**src/rtl/uart_alu_if_pkg.sv**
```systemverilog
// rtl/uart_alu_if_pkg.sv - opcodes, sequencer states and opcode check for uart_alu_if
package alu_if_pkg;

  localparam int OPC_W = 6;

  localparam logic [OPC_W-1:0] OP_ADD = 6'h20;
  localparam logic [OPC_W-1:0] OP_SUB = 6'h22;
  localparam logic [OPC_W-1:0] OP_AND = 6'h24;
  localparam logic [OPC_W-1:0] OP_OR  = 6'h25;
  localparam logic [OPC_W-1:0] OP_XOR = 6'h26;
  localparam logic [OPC_W-1:0] OP_NOR = 6'h27;
  localparam logic [OPC_W-1:0] OP_SRA = 6'h03;
  localparam logic [OPC_W-1:0] OP_SRL = 6'h02;

  typedef enum logic [2:0] {
    WAIT_A  = 3'd0,
    WAIT_B  = 3'd1,
    WAIT_OP = 3'd2,
    EXEC    = 3'd3,
    SEND    = 3'd4
  } state_t;

  function automatic logic is_valid_op(input logic [OPC_W-1:0] op);
    case (op)
      OP_ADD, OP_SUB, OP_AND, OP_OR, OP_XOR, OP_NOR, OP_SRA, OP_SRL: is_valid_op = 1'b1;
      default: is_valid_op = 1'b0;
    endcase
  endfunction

endpackage

```
**src/rtl/uart_alu_if_if.sv**
```systemverilog
// rtl/uart_alu_if_if.sv - FIFO and ALU side signals of the uart_alu_if sequencer
interface uart_alu_if_if #(
  parameter int DBIT = 8,
  parameter int OP_W = 6
);
  logic            i_rx_empty;
  logic [DBIT-1:0] i_r_data;
  logic            o_rd_uart;
  logic            i_tx_full;
  logic            o_wr_uart;
  logic [DBIT-1:0] o_w_data;
  logic [DBIT-1:0] o_alu_a;
  logic [DBIT-1:0] o_alu_b;
  logic [OP_W-1:0] o_alu_op;
  logic [DBIT-1:0] i_alu_result;
  logic            o_busy;
  logic            o_op_err;
  logic            o_timeout;

  modport master (
    input  i_rx_empty, i_r_data, i_tx_full, i_alu_result,
    output o_rd_uart, o_wr_uart, o_w_data, o_alu_a, o_alu_b, o_alu_op,
           o_busy, o_op_err, o_timeout
  );

  modport slave (
    output i_rx_empty, i_r_data, i_tx_full, i_alu_result,
    input  o_rd_uart, o_wr_uart, o_w_data, o_alu_a, o_alu_b, o_alu_op,
           o_busy, o_op_err, o_timeout
  );
endinterface

```
**src/rtl/uart_alu_if_frame_timer.sv**
```systemverilog
// rtl/uart_alu_if_frame_timer.sv - idle watchdog: counts enabled cycles, pulses expire after TIMEOUT
module frame_timer #(
  parameter int TIMEOUT = 1000000,
  parameter int TO_W    = 20
) (
  input  logic clk,
  input  logic rst,
  input  logic clr,
  input  logic en,
  output logic expire
);
  localparam logic [TO_W-1:0] LAST = TO_W'(TIMEOUT - 1);

  logic [TO_W-1:0] count;

  // clr has priority so a byte arriving on the expiry cycle is never lost
  assign expire = en && !clr && (count == LAST);

  always_ff @(posedge clk or posedge rst) begin
    if (rst) begin
      count <= '0;
    end else if (clr || expire) begin
      count <= '0;
    end else if (en) begin
      count <= count + 1'b1;
    end
  end
endmodule

```
**src/rtl/uart_alu_if.sv**
```systemverilog
// rtl/uart_alu_if.sv - pops A, B, opcode from the RX FIFO, runs the ALU, pushes the result to TX
module uart_alu_if
  import alu_if_pkg::*;
#(
  parameter int              DBIT     = 8,
  parameter int              OP_W     = 6,
  parameter int              TIMEOUT  = 1000000,
  parameter int              TO_W     = 20,
  parameter logic [DBIT-1:0] ERR_BYTE = 8'hEE
) (
  input logic           i_clk,
  input logic           i_reset,
  uart_alu_if_if.master bus
);
  state_t          state, state_n;
  logic [DBIT-1:0] result_reg, result_n;
  logic [DBIT-1:0] a_n, b_n, w_data_n;
  logic [OP_W-1:0] op_n;
  logic            wr_n, op_err_n;
  logic            pop, timer_en, expire;
  logic            in_wait;

  // the FIFO head only advances after the strobe cycle, so skip the cycle where o_rd_uart is high
  assign in_wait  = (state == WAIT_A) || (state == WAIT_B) || (state == WAIT_OP);
  assign pop      = in_wait && !bus.i_rx_empty && !bus.o_rd_uart;
  assign timer_en = ((state == WAIT_B) || (state == WAIT_OP)) && bus.i_rx_empty;

  frame_timer #(.TIMEOUT(TIMEOUT), .TO_W(TO_W)) u_timer (
    .clk    (i_clk),
    .rst    (i_reset),
    .clr    (pop),
    .en     (timer_en),
    .expire (expire)
  );

  always_comb begin
    state_n  = state;
    a_n      = bus.o_alu_a;
    b_n      = bus.o_alu_b;
    op_n     = bus.o_alu_op;
    result_n = result_reg;
    w_data_n = bus.o_w_data;
    wr_n     = 1'b0;
    op_err_n = 1'b0;
    case (state)
      WAIT_A: if (pop) begin
        a_n     = bus.i_r_data;
        state_n = WAIT_B;
      end
      WAIT_B: if (pop) begin
        b_n     = bus.i_r_data;
        state_n = WAIT_OP;
      end else if (expire) begin
        state_n = WAIT_A;
      end
      WAIT_OP: if (pop) begin
        op_n    = bus.i_r_data[OP_W-1:0];
        state_n = EXEC;
      end else if (expire) begin
        state_n = WAIT_A;
      end
      EXEC: begin
        if (is_valid_op(OPC_W'(bus.o_alu_op))) begin
          result_n = bus.i_alu_result;
        end else begin
          result_n = ERR_BYTE;
          op_err_n = 1'b1;
        end
        state_n = SEND;
      end
      SEND: if (!bus.i_tx_full) begin
        w_data_n = result_reg;
        wr_n     = 1'b1;
        state_n  = WAIT_A;
      end
      default: state_n = WAIT_A;
    endcase
  end

  always_ff @(posedge i_clk or posedge i_reset) begin
    if (i_reset) begin
      state         <= WAIT_A;
      result_reg    <= '0;
      bus.o_rd_uart <= 1'b0;
      bus.o_wr_uart <= 1'b0;
      bus.o_w_data  <= '0;
      bus.o_alu_a   <= '0;
      bus.o_alu_b   <= '0;
      bus.o_alu_op  <= '0;
      bus.o_busy    <= 1'b0;
      bus.o_op_err  <= 1'b0;
      bus.o_timeout <= 1'b0;
    end else begin
      state         <= state_n;
      result_reg    <= result_n;
      bus.o_rd_uart <= pop;
      bus.o_wr_uart <= wr_n;
      bus.o_w_data  <= w_data_n;
      bus.o_alu_a   <= a_n;
      bus.o_alu_b   <= b_n;
      bus.o_alu_op  <= op_n;
      bus.o_busy    <= (state_n != WAIT_A);
      bus.o_op_err  <= op_err_n;
      bus.o_timeout <= expire;
    end
  end
endmodule

```
**src/flat_wrapper.sv**
```systemverilog
// flat-port wrapper written by rule: the top's interface ports become plain ports
module uart_alu_if_flat import alu_if_pkg::*;
#(
  parameter int              DBIT     = 8,
  parameter int              OP_W     = 6,
  parameter int              TIMEOUT  = 1000000,
  parameter int              TO_W     = 20,
  parameter logic [DBIT-1:0] ERR_BYTE = 8'hEE
)
  (i_clk, i_reset, bus_i_rx_empty, bus_i_r_data, bus_i_tx_full, bus_i_alu_result, bus_o_rd_uart, bus_o_wr_uart, bus_o_w_data, bus_o_alu_a, bus_o_alu_b, bus_o_alu_op, bus_o_busy, bus_o_op_err, bus_o_timeout);
  uart_alu_if_if #(.DBIT(DBIT), .OP_W(OP_W)) bus_i ();
  input logic i_clk;
  input logic i_reset;
  input wire logic [$bits(bus_i.i_rx_empty)-1:0] bus_i_rx_empty;
  input wire logic [$bits(bus_i.i_r_data)-1:0] bus_i_r_data;
  input wire logic [$bits(bus_i.i_tx_full)-1:0] bus_i_tx_full;
  input wire logic [$bits(bus_i.i_alu_result)-1:0] bus_i_alu_result;
  output wire logic [$bits(bus_i.o_rd_uart)-1:0] bus_o_rd_uart;
  output wire logic [$bits(bus_i.o_wr_uart)-1:0] bus_o_wr_uart;
  output wire logic [$bits(bus_i.o_w_data)-1:0] bus_o_w_data;
  output wire logic [$bits(bus_i.o_alu_a)-1:0] bus_o_alu_a;
  output wire logic [$bits(bus_i.o_alu_b)-1:0] bus_o_alu_b;
  output wire logic [$bits(bus_i.o_alu_op)-1:0] bus_o_alu_op;
  output wire logic [$bits(bus_i.o_busy)-1:0] bus_o_busy;
  output wire logic [$bits(bus_i.o_op_err)-1:0] bus_o_op_err;
  output wire logic [$bits(bus_i.o_timeout)-1:0] bus_o_timeout;
  assign bus_i.i_rx_empty = bus_i_rx_empty;
  assign bus_i.i_r_data = bus_i_r_data;
  assign bus_i.i_tx_full = bus_i_tx_full;
  assign bus_i.i_alu_result = bus_i_alu_result;
  assign bus_o_rd_uart = bus_i.o_rd_uart;
  assign bus_o_wr_uart = bus_i.o_wr_uart;
  assign bus_o_w_data = bus_i.o_w_data;
  assign bus_o_alu_a = bus_i.o_alu_a;
  assign bus_o_alu_b = bus_i.o_alu_b;
  assign bus_o_alu_op = bus_i.o_alu_op;
  assign bus_o_busy = bus_i.o_busy;
  assign bus_o_op_err = bus_i.o_op_err;
  assign bus_o_timeout = bus_i.o_timeout;
  uart_alu_if #(.DBIT(DBIT), .OP_W(OP_W), .TIMEOUT(TIMEOUT), .TO_W(TO_W), .ERR_BYTE(ERR_BYTE)) u_core (.i_clk(i_clk), .i_reset(i_reset), .bus(bus_i));
endmodule
```
**config.mk**
```make
export PLATFORM = sky130hd
export DESIGN_NAME = uart_alu_if_flat
export DESIGN_NICKNAME = d
export VERILOG_FILES = /design/src/rtl/uart_alu_if_pkg.sv /design/src/rtl/uart_alu_if_if.sv /design/src/rtl/uart_alu_if_frame_timer.sv /design/src/rtl/uart_alu_if.sv /design/src/flat_wrapper.sv
export SDC_FILE = /design/constraint.sdc
export NUM_CORES = 1
export LEC_CHECK = 0
export CORE_MARGIN = 10
export CORE_UTILIZATION = 56
export CTS_CLUSTER_SIZE = 40
export DETAILED_ROUTE_END_ITERATION = 8
export PLACE_DENSITY = 0.83
export SLEW_MARGIN = 20
export SYNTH_ARGS = -nofsm -noshare
export SYNTH_HDL_FRONTEND = slang
export SYNTH_SLANG_ARGS = --single-unit
export TNS_END_PERCENT = 100
```
**constraint.sdc**
```tcl
create_clock -name i_clk -period 5.2 [get_ports i_clk]
set_input_delay 0.52 -clock i_clk [delete_from_list [all_inputs] [get_ports i_clk]]
set_output_delay 0.52 -clock i_clk [all_outputs]
set_load 0.05 [all_outputs]
```
== Yosys cells after proc, flatten, opt, wreduce, memory -nomap -nowiden ==
Cells that the tools add are included.
Widths: inputs -> output; s select.

* Register bits after elaboration: 66

* Bitwise gates (word level): 1
* Add/subtract/negate cells: 1
* Equal/unequal tests: 13
* Mux-type cells: 15
* Reduce and logical (&&, ||, !) cells: 20

{| class="wikitable"
|+ Operator list
! operator !! count
|-
| $mux 20 || 2
|-
| $eq 6x6->1 const B || 6
|-
| $add 20x1->20 const B || 1
|-
| $eq 20x20->1 const B || 1
|-
| $mux 3 || 5
|-
| $pmux 3 s5 || 1
|-
| $eq 6x2->1 const B || 2
|-
| $mux 8 || 1
|-
| $reduce_and 2->1 || 4
|-
| $reduce_or 8->1 || 1
|-
| $eq 3x2->1 const B || 2
|-
| $mux 1 || 6
|-
| $logic_and 1x1->1 || 5
|-
| $logic_or 1x1->1 || 4
|-
| $eq 3x1->1 const B || 1
|-
| $eq 3x3->1 const B || 1
|-
| $logic_not 1->1 || 3
|-
| $logic_not 3->1 || 1
|-
| $reduce_bool 3->1 || 1
|-
| $reduce_bool 2->1 || 1
|-
| $not 1->1 || 1
|}

== Logic depth before layout (Yosys ltp) ==
Gate-level depths: netlist of run 1.

* Word-level depth: 12
* Depth in mapped cells: 7
* Mapped depth without buffers: 5

== Cells and area by module ==
From an unflattened synthesis of run 1, not the netlist that was laid out.

* Cells, all modules: 244
* Area total of the unflattened synthesis: 2,905.3 sq um

{| class="wikitable"
|+ Modules (own cells, without submodules)
! module !! sequential area each (sq um) !! cells an instance !! area each (sq um) !! instances
|-
| uart_alu_if || 1,151.1 || 132 || 1,816.7 || 1
|-
| frame_timer || 500.5 || 112 || 1,088.5 || 1
|}

== Worst setup path after synthesis of run 1 ==
Ideal clock, no wire load.

* Path type: flip-flop to flip-flop
* From: register u_core.bus.o_rd_uart
* To: register u_core.bus.o_alu_b[0]
* Data arrival time: 1.710 ns
* Library setup time: 0.125 ns
* Slack: 3.365 ns
* Stages on the path, launching flop included: 5
* Cell sequence: dfrtp_1 -> nor2_1 -> nand3b_1 -> nor2_1 -> mux2_2

* Cells in the longest elaborated chain, start to end: 3

{| class="wikitable"
|+ RTL lines
! item !! line !! RTL
|-
| start, declared || uart_alu_if_if.sv:22 || <nowiki>output o_rd_uart, o_wr_uart, o_w_data, o_alu_a, o_alu_b, o_alu_op,</nowiki>
|-
| start signal, assigned || uart_alu_if.sv:96 || <nowiki>bus.o_rd_uart <= pop;</nowiki>
|-
| $logic_not 1->1 || uart_alu_if.sv:25 || <nowiki>assign pop = in_wait && !bus.i_rx_empty && !bus.o_rd_uart;</nowiki>
|-
| $logic_and 1x1->1 || uart_alu_if.sv:25 ||
|-
| $reduce_and 2->1 (no source line) || -- ||
|-
| end signal, assigned || uart_alu_if.sv:100 || <nowiki>bus.o_alu_b <= b_n;</nowiki>
|-
| end, declared || uart_alu_if_if.sv:22 ||
|}

No other way between the ends.
A chain may end at the register's enable or synchronous reset.

== Final worst setup path of run 1 ==
* From: input bus_i_rx_empty
* To: register u_core.u_timer.count[3]

* Cells in the longest elaborated chain, start to end: 8
* Elaborated cells on any way between the ends: 10
* Those cells by class: mux (1); reduce/logical (9)

{| class="wikitable"
|+ RTL lines
! item !! line !! RTL
|-
| start, declared || flat_wrapper.sv:14 || <nowiki>input wire logic [$bits(bus_i.i_rx_empty)-1:0] bus_i_rx_empty;</nowiki>
|-
| $logic_not 1->1 || uart_alu_if.sv:25 ||
|-
| $logic_and 1x1->1 (2 in a row) || uart_alu_if.sv:25 ||
|-
| $logic_not 1->1 || uart_alu_if_frame_timer.sv:17 || <nowiki>assign expire = en && !clr && (count == LAST);</nowiki>
|-
| $logic_and 1x1->1 (2 in a row) || uart_alu_if_frame_timer.sv:17 ||
|-
| $logic_or 1x1->1 || uart_alu_if_frame_timer.sv:22 || <nowiki>end else if (clr || expire) begin</nowiki>
|-
| $mux 20 / $reduce_bool 2->1 (equally long branches) || -- ||
|-
| end signal, assigned || uart_alu_if_frame_timer.sv:25 || <nowiki>count <= count + 1'b1;</nowiki>
|-
| end, declared || uart_alu_if_frame_timer.sv:14 || <nowiki>logic [TO_W-1:0] count;</nowiki>
|}

Several ways; a longest one is shown, not always the timed one.

==> summary.txt, run 1 <==
STA
  • Max Fclk: 382 MHz
  • RSZ-0062 raised after global routing: false
  • # setup viols final: 0
  • Relative slew slack: around 32%
  • Hold Violations, Final: 0
  • Worst-Margin Slew: 1010 ps
  • Fin Setup TNS: 0 ps
  • Fin crit share: roughly half
  • Min cycle time layout: approximately 2600 ps
  • Final slew viol count: 0
  • Worst hold margin: 507 ps
  • Clk_skew: 9.97 ps

Clock network
  • Post-CTS Setup Bufs: 0
  • CTS tree: yes
  • Hold_buf cts: 0
  • CTS resizes: 0
  • H-tree Lvls: 3
  • Clk sink count: 66
  • Root Driver: clkbuf_8
  • CTS buffer count: 9
  • Worst-Skew Late Latency: about 340 ps
  • Clock transition at the registers of the reported paths: about 70 ps
  • Clk buf depth: 2

Synth
  • Cells after Synth: between 200 and 300
  • Sequential-to-total area share from yosys stat: between 50 and 60%
  • Post-synthesis async set-or-reset flop share: 100%
  • Netlist cell types: 45
  • Synth warnings: 0
  • Syn nets: approximately 280
  • #FFs+latches synth: 66
  • EDFF count, synth: 0
  • Synth top area share: a little under three fifths
  • Cell Area, Synth: between 0.002 and 0.003 sq mm
  • Synth area leaders: dfrtp_1 55%, mux2_2 11%, nor2_1 3.4%
  • Yosys top cell by area: dfrtp_1
  • Post-Syn Area per Cell: approximately 11 sq um
  • Top FF cell, synth: dfrtp_1

Route
  • Met3 WL post-DR: 615 um
  • Final wirelength: 6.59 mm
  • DRC viols: 0
  • Routed vias/inst: 5.73
  • Pre-antenna DRT Iters: 4
  • ANT nets after route: 0
  • Routed wire per std cell: between 15 and 20 um
  • Drt first-iter violations: about 160
  • DR WL met2: between 3 and 4 mm
  • Highest metal used: met4
  • DR vias: around 2200
  • Metal-1 WL: roughly 2.8 mm

Power and ir drop
  • Switch share: a little over two fifths
  • Sequential power share: between 30% and 40%
  • Internal power: roughly 1.3 mW
  • Clock network power share: ~18%
  • P_sw: 1.01 mW
  • Pwr dens: 618 mW/mm^2
  • Leak: ~1.5 nW
  • Comb power frac: 47.5%
  • Worst VDD drop: between 0.0004 and 0.0005 V

Finish
  • NumNets Final: around 340
  • Area grow syn2layout: 25.7%
  • Max reg flops: 20
  • Fillers: 385
  • ANT cells: 0
  • Top reg by flops: u_core.u_timer.count
  • Ratio of cells with drive above 1 in the final layout: 16.9%
  • Most frequent cells in the layout: 66 x dfrtp_1, 54 x clkdlybuf4s50_1, 30 x mux2_2, 27 x nor2_1, 20 x a21oi_1
  • Most common cell after layout, fill and taps aside: dfrtp_1

Job
  • Max cap viols: 0

Floorplan
  • Num ports: 55
  • Die W: about 93 um
  • FP Rows: 26
  • Die area: roughly 0.0086 sq mm
  • Core area: around 0.0051 sq mm
  • Die extent in y: about 93 um
  • Initial Util: 58.0%

Critical path
  • WP data required: approximately 5400 ps
  • CP startpoint kind: input port
  • CP Class: input port to flop
  • Critical path arrival: around 2800 ps
  • Critical Path Fanout Max: 16
  • CP Capture Type: flop

Placement
  • HPWL Detailed: approximately 4.6 mm
  • Gp weighted congestion: about 0.85
  • # port buffers: 54

Global routing
  • GRT overflow: 0
  • First-pass GRT wire length: around 11 mm
  • Initial antenna violation count: 0
  • Vias in the first global route: ~2300
  • Largest net degree at the start of global routing: 67
  • All-Layer GR Usage: ~16%

Hold path
  • Worst hold path type: flop to flop

Outcome
  • Status: completed
[area by class of cell]
type                       count  area, sq um  share of cell area (%)
tap                           70         87.6                    2.34
inverter                       3         11.3                   0.300
clock inverter                 5         55.1                    1.47
clock buffer                  11          131                    3.50
sequential                    66         1650                    44.1
timing repair buffer          55          548                    14.6
multi-input combinational    179         1260                    33.7
[metal layers]
layer | global-route usage (%) | vias up
met4 | 5.40 | 0
met2 | 24.6 | 75
met1 | 19.5 | 1090
li1 | - | 1057
met5 | 0 | -
met3 | 8.71 | 6
[stage by stage]
step | util [%] | area [sq um] | setup WS, ps | power [mW] | instances
3_3_place_gp | 69.3 | 3560 | 2310 | 1.90 | 373
3_5_place_dp | 69.3 | 3560 | 2230 | 1.92 | 373
5_1_grt | 72.9 | 3750 | 2410 | 2.45 | 389
4_1_cts | 72.9 | 3750 | 2590 | 2.34 | 389
6_report | 72.9 | 3750 | 2580 | 2.32 | 389
2_1_floorplan | - | 2980 | 3030 | 1.56 | 260
[power by group through the flow]
| stage | Combinational (mW) | Sequential [mW] | Clock, mW |
|---|---|---|---|
| after floorplan | 0.366 | 1.20 | 0 |
| after global placement | 1.10 | 0.800 | 0 |
| after detailed placement | 1.11 | 0.810 | 0 |
| after CTS | 1.11 | 0.802 | 0.424 |
| after global routing | 1.18 | 0.826 | 0.443 |
| final | 1.10 | 0.802 | 0.414 |
[worst max-delay path, stage by stage]
cell and delay (ps):
clkdlybuf4s50_1 660, nand3b_4 120, or3_1 560, o21bai_1 820, nor2_1 120
[logic make-up (layout without fill, tap and decap cells)]
| kind of cell | Yosys count | after routing | synth area share [%] |
|---|---|---|---|
| simple gates | 96 | 96 | 18.2 |
| flops | 66 | 66 | 55.4 |
| compound gates | 43 | 43 | 9.52 |
| mux | 31 | 31 | 11.7 |
| buf+inv | 15 | 74 | 2.27 |
| xor+xnor | 8 | 8 | 2.60 |
| fa+ha+maj | 1 | 1 | 0.419 |
[path summary, 6_finish.rpt]
check                                 startpoint                       to  slack, ps  depth (start not counted)
hold / removal             u_core.bus.o_alu_a[6]    u_core.bus.o_alu_a[6]        510                          1
min in group asynchronous                i_reset   u_core.bus.o_w_data[7]        750                          3
max in group asynchronous                i_reset    u_core.bus.o_alu_a[1]       3910                          3
setup / recovery                  bus_i_rx_empty  u_core.u_timer.count[3]       2580                          5
hold reg to reg            u_core.bus.o_alu_a[6]    u_core.bus.o_alu_a[6]        510                          1
setup reg to reg                 u_core.state[0]  u_core.u_timer.count[3]       2660                          4
[Yosys cell counts (3+ instances only)]
cell      count
buf_2         6
dfrtp_1      66
or4_1         5
inv_1         3
o31ai_1       5
xor2_1        3
nand4_1       9
o21ai_0       7
mux2_2       30
clkbuf_1      5
and4_1        3
or3_1         7
nand2_1      12
nor4_1        3
xnor2_1       4
a21oi_1      20
nor2b_1       3
and2_1        4
nor2_1       27
nand3_1       8
Note: power is estimated with default switching activity, not from simulation.
==> inputs of run 2 (changes only) <==
--- a/config.mk
+++ b/config.mk
@@ -6,10 +6,10 @@
 export NUM_CORES = 1
 export LEC_CHECK = 0
 export CORE_MARGIN = 10
-export CORE_UTILIZATION = 56
+export CORE_UTILIZATION = 47
 export CTS_CLUSTER_SIZE = 40
 export DETAILED_ROUTE_END_ITERATION = 8
-export PLACE_DENSITY = 0.83
+export PLACE_DENSITY = 0.74
 export SLEW_MARGIN = 20
 export SYNTH_ARGS = -nofsm -noshare
 export SYNTH_HDL_FRONTEND = slang
==> constraint.sdc (replaced) <==
create_clock -name i_clk -period 2.2 [get_ports i_clk]
set_input_delay 0.22 -clock i_clk [delete_from_list [all_inputs] [get_ports i_clk]]
set_output_delay 0.22 -clock i_clk [all_outputs]
set_load 0.05 [all_outputs]
==> run 2 against run 1 <==
  * Sequential share of layout area is 1.7 points lower
  * Via count is 1.4% higher
  * Non-clock buffer count grew 13
  * Global-route usage is 2.1 points lower
  * Setup slack worse by 2400 ps
  * Sequential cell count stayed put
  * First-iteration DRC count down 17%
  * Die area increased by 15%
  * Register-to-register slack worse by 2500 ps
  * Design area grew 4.0%
  * Wire length is 5.6% higher
  * Clock power grew to 2.7 times the previous value
==> summary.txt, run 2 (synthesis gave the netlist of run 1 again) <==
Outcome
  • Status: completed

Finish
  • Most frequent cells in the layout: 66 x dfrtp_1, 54 x clkdlybuf4s50_1, 30 x mux2_2, 27 x nor2_1, 20 x a21oi_1
  • Area grow syn2layout: 30.7%
  • Finished Cell Area: 0.00390 sq mm (+4.0%)
  • Max reg flops: 20 (unchanged)
  • Ratio of cells with drive above 1 in the final layout: 20.5% (+3.6 points)
  • Top reg by flops: u_core.u_timer.count
  • Fillers: 487 (+26%)
  • Most common cell after layout, fill and taps aside: dfrtp_1
  • ANT cells: 0 (unchanged)
  • NumNets Final: 348 (+3.9%)

STA
  • Fin crit share: just over 90%
  • # setup viols final: 0 (unchanged)
  • Relative slew slack: 30.6% (-1.8 points)
  • RSZ-0062 raised after global routing: false
  • Fin Setup TNS: 0 ps (unchanged)
  • Hold Violations, Final: 0 (unchanged)
  • Max Fclk: roughly 500 MHz
  • Final slew viol count: 0 (unchanged)
  • Clk_skew: 14.2 ps (+4.22 ps)
  • Min cycle time layout: around 2000 ps
  • Worst-Margin Slew: 1030 ps (+27.4 ps)

Route
  • Routed vias/inst: 5.55 (-3.1%)
  • DRC viols: 0 (unchanged)
  • Final wirelength: 6.96 mm (+5.6%)
  • Routed wire per std cell: 17.1 um (+0.94%)
  • Highest metal used: met4
  • DR vias: 2259 (+1.4%)
  • DR WL met2: 3.23 mm (+4.0%)
  • Metal-1 WL: 3.12 mm (+13%)
  • Drt first-iter violations: 129 (-17%)
  • ANT nets after route: 0 (unchanged)
  • Pre-antenna DRT Iters: 4 (unchanged)
  • Met3 WL post-DR: 534 um (-13%)

Critical path
  • R2R depth: 5 (+1)
  • Critical path arrival: 2270 ps (-530 ps)
  • WP data required: 2460 ps (-2920 ps)
  • CP Class: flop to flop
  • CP Capture Type: flop
  • CP startpoint kind: flop
  • Critical Path Fanout Max: 11 (-5)

Floorplan
  • Initial Util: 49.5% (-8.5 points)
  • Num ports: 55 (unchanged)
  • Die W: 99.7 um (+7.2%)
  • Die extent in y: 99.7 um (+7.2%)
  • FP Rows: 28 (+7.7%)
  • Die area: 0.00993 sq mm (+15%)
  • Core area: 0.00603 sq mm (+17%)

Placement
  • HPWL Detailed: 5.01 mm (+9.2%)
  • Gp weighted congestion: 0.844 (-0.60%)
  • Post-DP Area: 0.00368 sq mm (+3.3%)
  • # port buffers: 54 (unchanged)

Hold path
  • Worst hold path type: input port to async pin

Global routing
  • Vias in the first global route: 2309 (+0.30%)
  • First-pass GRT wire length: 11.4 mm (+1.2%)
  • Initial antenna violation count: 0 (unchanged)
  • GRT overflow: 0 (unchanged)
  • Largest net degree at the start of global routing: 29 (-57%)
  • All-Layer GR Usage: 14.2% (-2.1 points)

Clock network
  • Clk sink count: 66 (unchanged)
  • CTS tree: yes
  • Hold_buf cts: 0 (unchanged)
  • Root Driver: clkbuf_8
  • Clk buf depth: 2 (unchanged)
  • Post-CTS Setup Bufs: 0 (unchanged)
  • H-tree Lvls: 3 (unchanged)
  • CTS resizes: 0 (unchanged)
  • Worst-Skew Late Latency: 340 ps (about the same)
  • CTS buffer count: 9 (unchanged)
  • Clock transition at the registers of the reported paths: 80 ps (about the same)

Power and ir drop
  • Worst VDD drop: 0.00121 V (+180%)
  • Pwr dens: 1460 mW/mm^2 (+140%)
  • Leak: 1.59 nW (+5.1%)

Job
  • Max cap viols: 0 (unchanged)
-- run 2: cell count changes in the layout (fill, tap and decap cells not counted), sizes merged --
cell,previous run,this run
clkinv,2,1
buf,1,14
clkinvlp,2,3
bufinv,1,2
clkbuf,11,10
-- run 2: routing by layer --
layer	GRT usage (%)	up-vias
met3	5.33	8
li1	-	1079
met5	0	-
met2	21.5	70
met1	17.8	1102
met4	5.51	0
-- run 2: final cells by class --
cell class | instances | area [sq um] | share of cell area [%]
Sequential cell | 66 | 1650 | 42.4
Multi-Input combinational cell | 179 | 1260 | 32.4
Timing Repair Buffer | 68 | 658 | 16.9
Clock buffer | 10 | 128 | 3.27
Tap cell | 75 | 93.8 | 2.41
Clock inverter | 6 | 91.3 | 2.34
Inverter | 3 | 11.3 | 0.289
-- run 2: critical path: stages, from the launching register on --
cell and delay, ps:
dfrtp_1 390, ha_1 250, nand3b_4 90, or3_1 500, or4_1 550, a21oi_1 150
-- run 2: worst paths after layout --
path / start / endpoint / slack, ps
worst max-delay path: u_core.u_timer.count[0] / u_core.u_timer.count[14] / 190
worst min-delay path: i_reset / u_core.bus.o_alu_b[4] / 240
worst max register to register: u_core.u_timer.count[0] / u_core.u_timer.count[14] / 190
worst min register to register: u_core.bus.o_alu_b[3] / u_core.bus.o_alu_b[3] / 510
max in group asynchronous: i_reset / u_core.u_timer.count[7] / 1330
min in group i_clk: bus_i_alu_result[6] / u_core.result_reg[6] / 490
-- run 2: metrics by stage --
stage	hold slack, ps	total power [mW]	cells	utilization (%)	setup slack [ps]
floorplan	317	3.69	260	-	325
CTS	250	5.76	407	64.7	201
global placement	483	4.57	391	61.0	82.7
global route	268	6.00	407	64.7	106
finish	236	5.71	407	64.7	193
detailed placement	495	4.63	391	61.0	59.2
-- run 2: report_power, final --
group	leakage [nW]	internal (mW)	switching (mW)
registers	0.816	1.60	0.244
logic	0.674	1.03	1.72
clock network	0.0987	0.640	0.477
total	1.59	3.27	2.44
==> inputs of run 3 (changes only) <==
--- a/config.mk
+++ b/config.mk
@@ -9,7 +9,7 @@
 export CORE_UTILIZATION = 47
 export CTS_CLUSTER_SIZE = 40
 export DETAILED_ROUTE_END_ITERATION = 8
-export PLACE_DENSITY = 0.74
+export PLACE_DENSITY = 0.75
 export SLEW_MARGIN = 20
 export SYNTH_ARGS = -nofsm -noshare
 export SYNTH_HDL_FRONTEND = slang
==> run 3 against run 2 <==
  * Critical path depth is the same
  * Core utilization barely moved
  * Highest routed layer unchanged
  * Sequential share of layout area is essentially flat
  * Via count is 0.75% lower
  * Worst hold slack worse by 41 ps
  * Largest power group unchanged
  * Largest cell class unchanged
  * Setup slack got worse by 6.0 ps
==> summary.txt, run 3 (synthesis gave the netlist of run 1 again) <==
Placement
  • HPWL Detailed: 4.96 mm (-0.92%)
  • # port buffers: 54 (unchanged)
  • Pre-CTS setup slack: 44.6 ps (-14.6 ps)
  • Gp weighted congestion: 0.834 (-1.2%)
  • Post-DP Area: 0.00369 sq mm (+0.20%)

Critical path
  • Crit path max-delay cell type: or4_1
  • Critical path buffers and inverters: 0 (unchanged)
  • R2R depth: 5 (unchanged)
  • Worst reg2reg startpoint: u_core.u_timer.count[1]
  • CP Capture Type: flop
  • CP Class: flop to flop
  • WP data required: 2460 ps (about the same)
  • Critical path arrival: 2270 ps (about the same)
  • Critical Path Fanout Max: 12 (+1)
  • Largest delay share family, worst path: simple AND/OR/NAND/NOR gates
  • CP startpoint kind: flop
  • R2r endpoint: u_core.u_timer.count[14]
  • Reg2Reg Setup Slack: 190 ps (about the same)
  • Crit-path cells: ha_1 > nand3b_4 > or3_1 > or4_1 > a21oi_1
  • Critical Path Max Stage Delay: 560 ps (about the same)

Global routing
  • First-pass GRT wire length: 11.4 mm (-0.66%)
  • Vias in the first global route: 2313 (+0.17%)
  • GRT overflow: 0 (unchanged)
  • All-Layer GR Usage: 13.9% (-0.23 points)
  • Initial antenna violation count: 0 (unchanged)
  • Largest net degree at the start of global routing: 50 (+72%)

Clock network
  • Post-CTS Setup Bufs: 0 (unchanged)
  • CTS tree: yes
  • H-tree Lvls: 3 (unchanged)
  • Clk buf depth: 2 (unchanged)
  • CTS buffer count: 9 (unchanged)
  • Clk sink count: 66 (unchanged)
  • Hold_buf cts: 0 (unchanged)
  • CTS resizes: 0 (unchanged)
  • Root Driver: clkbuf_8
  • Clock transition at the registers of the reported paths: 70 ps (about the same)
  • Worst-Skew Late Latency: 330 ps (about the same)

STA
  • Hold Violations, Final: 0 (unchanged)
  • Final worst setup slack: 187 ps (-5.98 ps)
  • Final slew viol count: 0 (unchanged)
  • Fin Setup TNS: 0 ps (unchanged)
  • Fin crit share: 91.5% (+0.27 points)
  • # setup viols final: 0 (unchanged)
  • Max Fclk: 497 MHz (-0.30%)
  • RSZ-0062 raised after global routing: false
  • Clk_skew: 5.46 ps (-8.73 ps)
  • Min cycle time layout: 2010 ps (+5.97 ps)
  • Worst-Margin Slew: 592 ps (-441 ps)
  • Relative slew slack: 60.3% (+30 points)

Route
  • DRC viols: 0 (unchanged)
  • DR vias: 2242 (-0.75%)
  • ANT nets after route: 0 (unchanged)
  • Pre-antenna DRT Iters: 4 (unchanged)
  • Final wirelength: 6.70 mm (-3.7%)
  • Drt first-iter violations: 102 (-21%)
  • Routed vias/inst: 5.50 (-1.0%)
  • Routed wire per std cell: 16.4 um (-4.0%)

Power and ir drop
  • Leak: 1.60 nW (+0.46%)
  • Worst VDD drop: 0.00122 V (+0.73%)
  • Total Power: 5.65 mW (-1.1%)
  • Pwr dens: 1450 mW/mm^2 (-1.0%)

Finish
  • Ratio of cells with drive above 1 in the final layout: 21.0% (+0.54 points)
  • Most common cell after layout, fill and taps aside: dfrtp_1
  • Area grow syn2layout: 30.6% (about the same)
  • Top reg by flops: u_core.u_timer.count
  • NumNets Final: 349 (+0.29%)
  • Layout Utilization: 64.7% (about the same)
  • Finished Cell Area: 0.00390 sq mm (about the same)
  • ANT cells: 0 (unchanged)
  • Max reg flops: 20 (unchanged)
  • Most frequent cells in the layout: 66 x dfrtp_1, 54 x clkdlybuf4s50_1, 30 x mux2_2, 27 x nor2_1, 20 x a21oi_1

Floorplan
  • Die W: 99.7 um (unchanged)
  • Core area: 0.00603 sq mm (unchanged)
  • Die area: 0.00993 sq mm (unchanged)
  • FP Rows: 28 (unchanged)
  • Die extent in y: 99.7 um (unchanged)
  • Initial Util: 49.5% (unchanged)
  • Num ports: 55 (unchanged)

Job
  • Max cap viols: 0 (unchanged)

Hold path
  • Worst hold path type: input port to async pin

Outcome
  • Status: completed
## run 3: changes by cell type in the layout (fill, tap and decap cells not counted)
cell / delta
clkinv_2: +1
clkbuf_8: +2
clkinv_4: -1
nor3_1: -1
clkinvlp_4: -1
nor3_2: +1
buf_4: +1
bufinv_16: -1
## run 3: power by group
| part | switching, mW | internal (mW) |
|---|---|---|
| Combinational | 1.72 | 1.06 |
| Sequential | 0.250 | 1.60 |
| Clock | 0.432 | 0.583 |
## run 3: final cells by class
class	instances	area, sq um
fill	480	2130
sequential	66	1650
multi-input combinational	179	1270
timing repair buffer	69	666
clock buffer	12	155
tap	75	93.8
clock inverter	4	50.0
inverter	3	11.3
## run 3: layer usage
metal | global-route usage, % | vias to the layer above | wire, um
met3 | 6.99 | 9 | 589
met2 | 22.2 | 54 | 3300
met5 | 0 | - | 0
li1 | - | 1084 | -
met1 | 16.0 | 1095 | 2740
met4 | 4.30 | 0 | 72
## run 3: stage by stage
step           cells  hold slack (ps)
6_report         408              195
5_1_grt          408              205
4_1_cts          408              186
3_5_place_dp     392              486
3_3_place_gp     392              480
2_1_floorplan    260              317
## run 3: worst max path at each step
stage                       startpoint                       end  slack [ps]  cells past startpoint
3_3_place_gp            bus_i_rx_empty  u_core.u_timer.count[10]         100                      5
6_report       u_core.u_timer.count[1]  u_core.u_timer.count[14]         190                      5
3_5_place_dp            bus_i_rx_empty  u_core.u_timer.count[19]          40                      7
5_1_grt        u_core.u_timer.count[0]  u_core.u_timer.count[16]          70                      5
4_1_cts        u_core.u_timer.count[1]  u_core.u_timer.count[14]         190                      5
2_1_floorplan                  i_reset     u_core.bus.o_alu_a[0]         330                      1
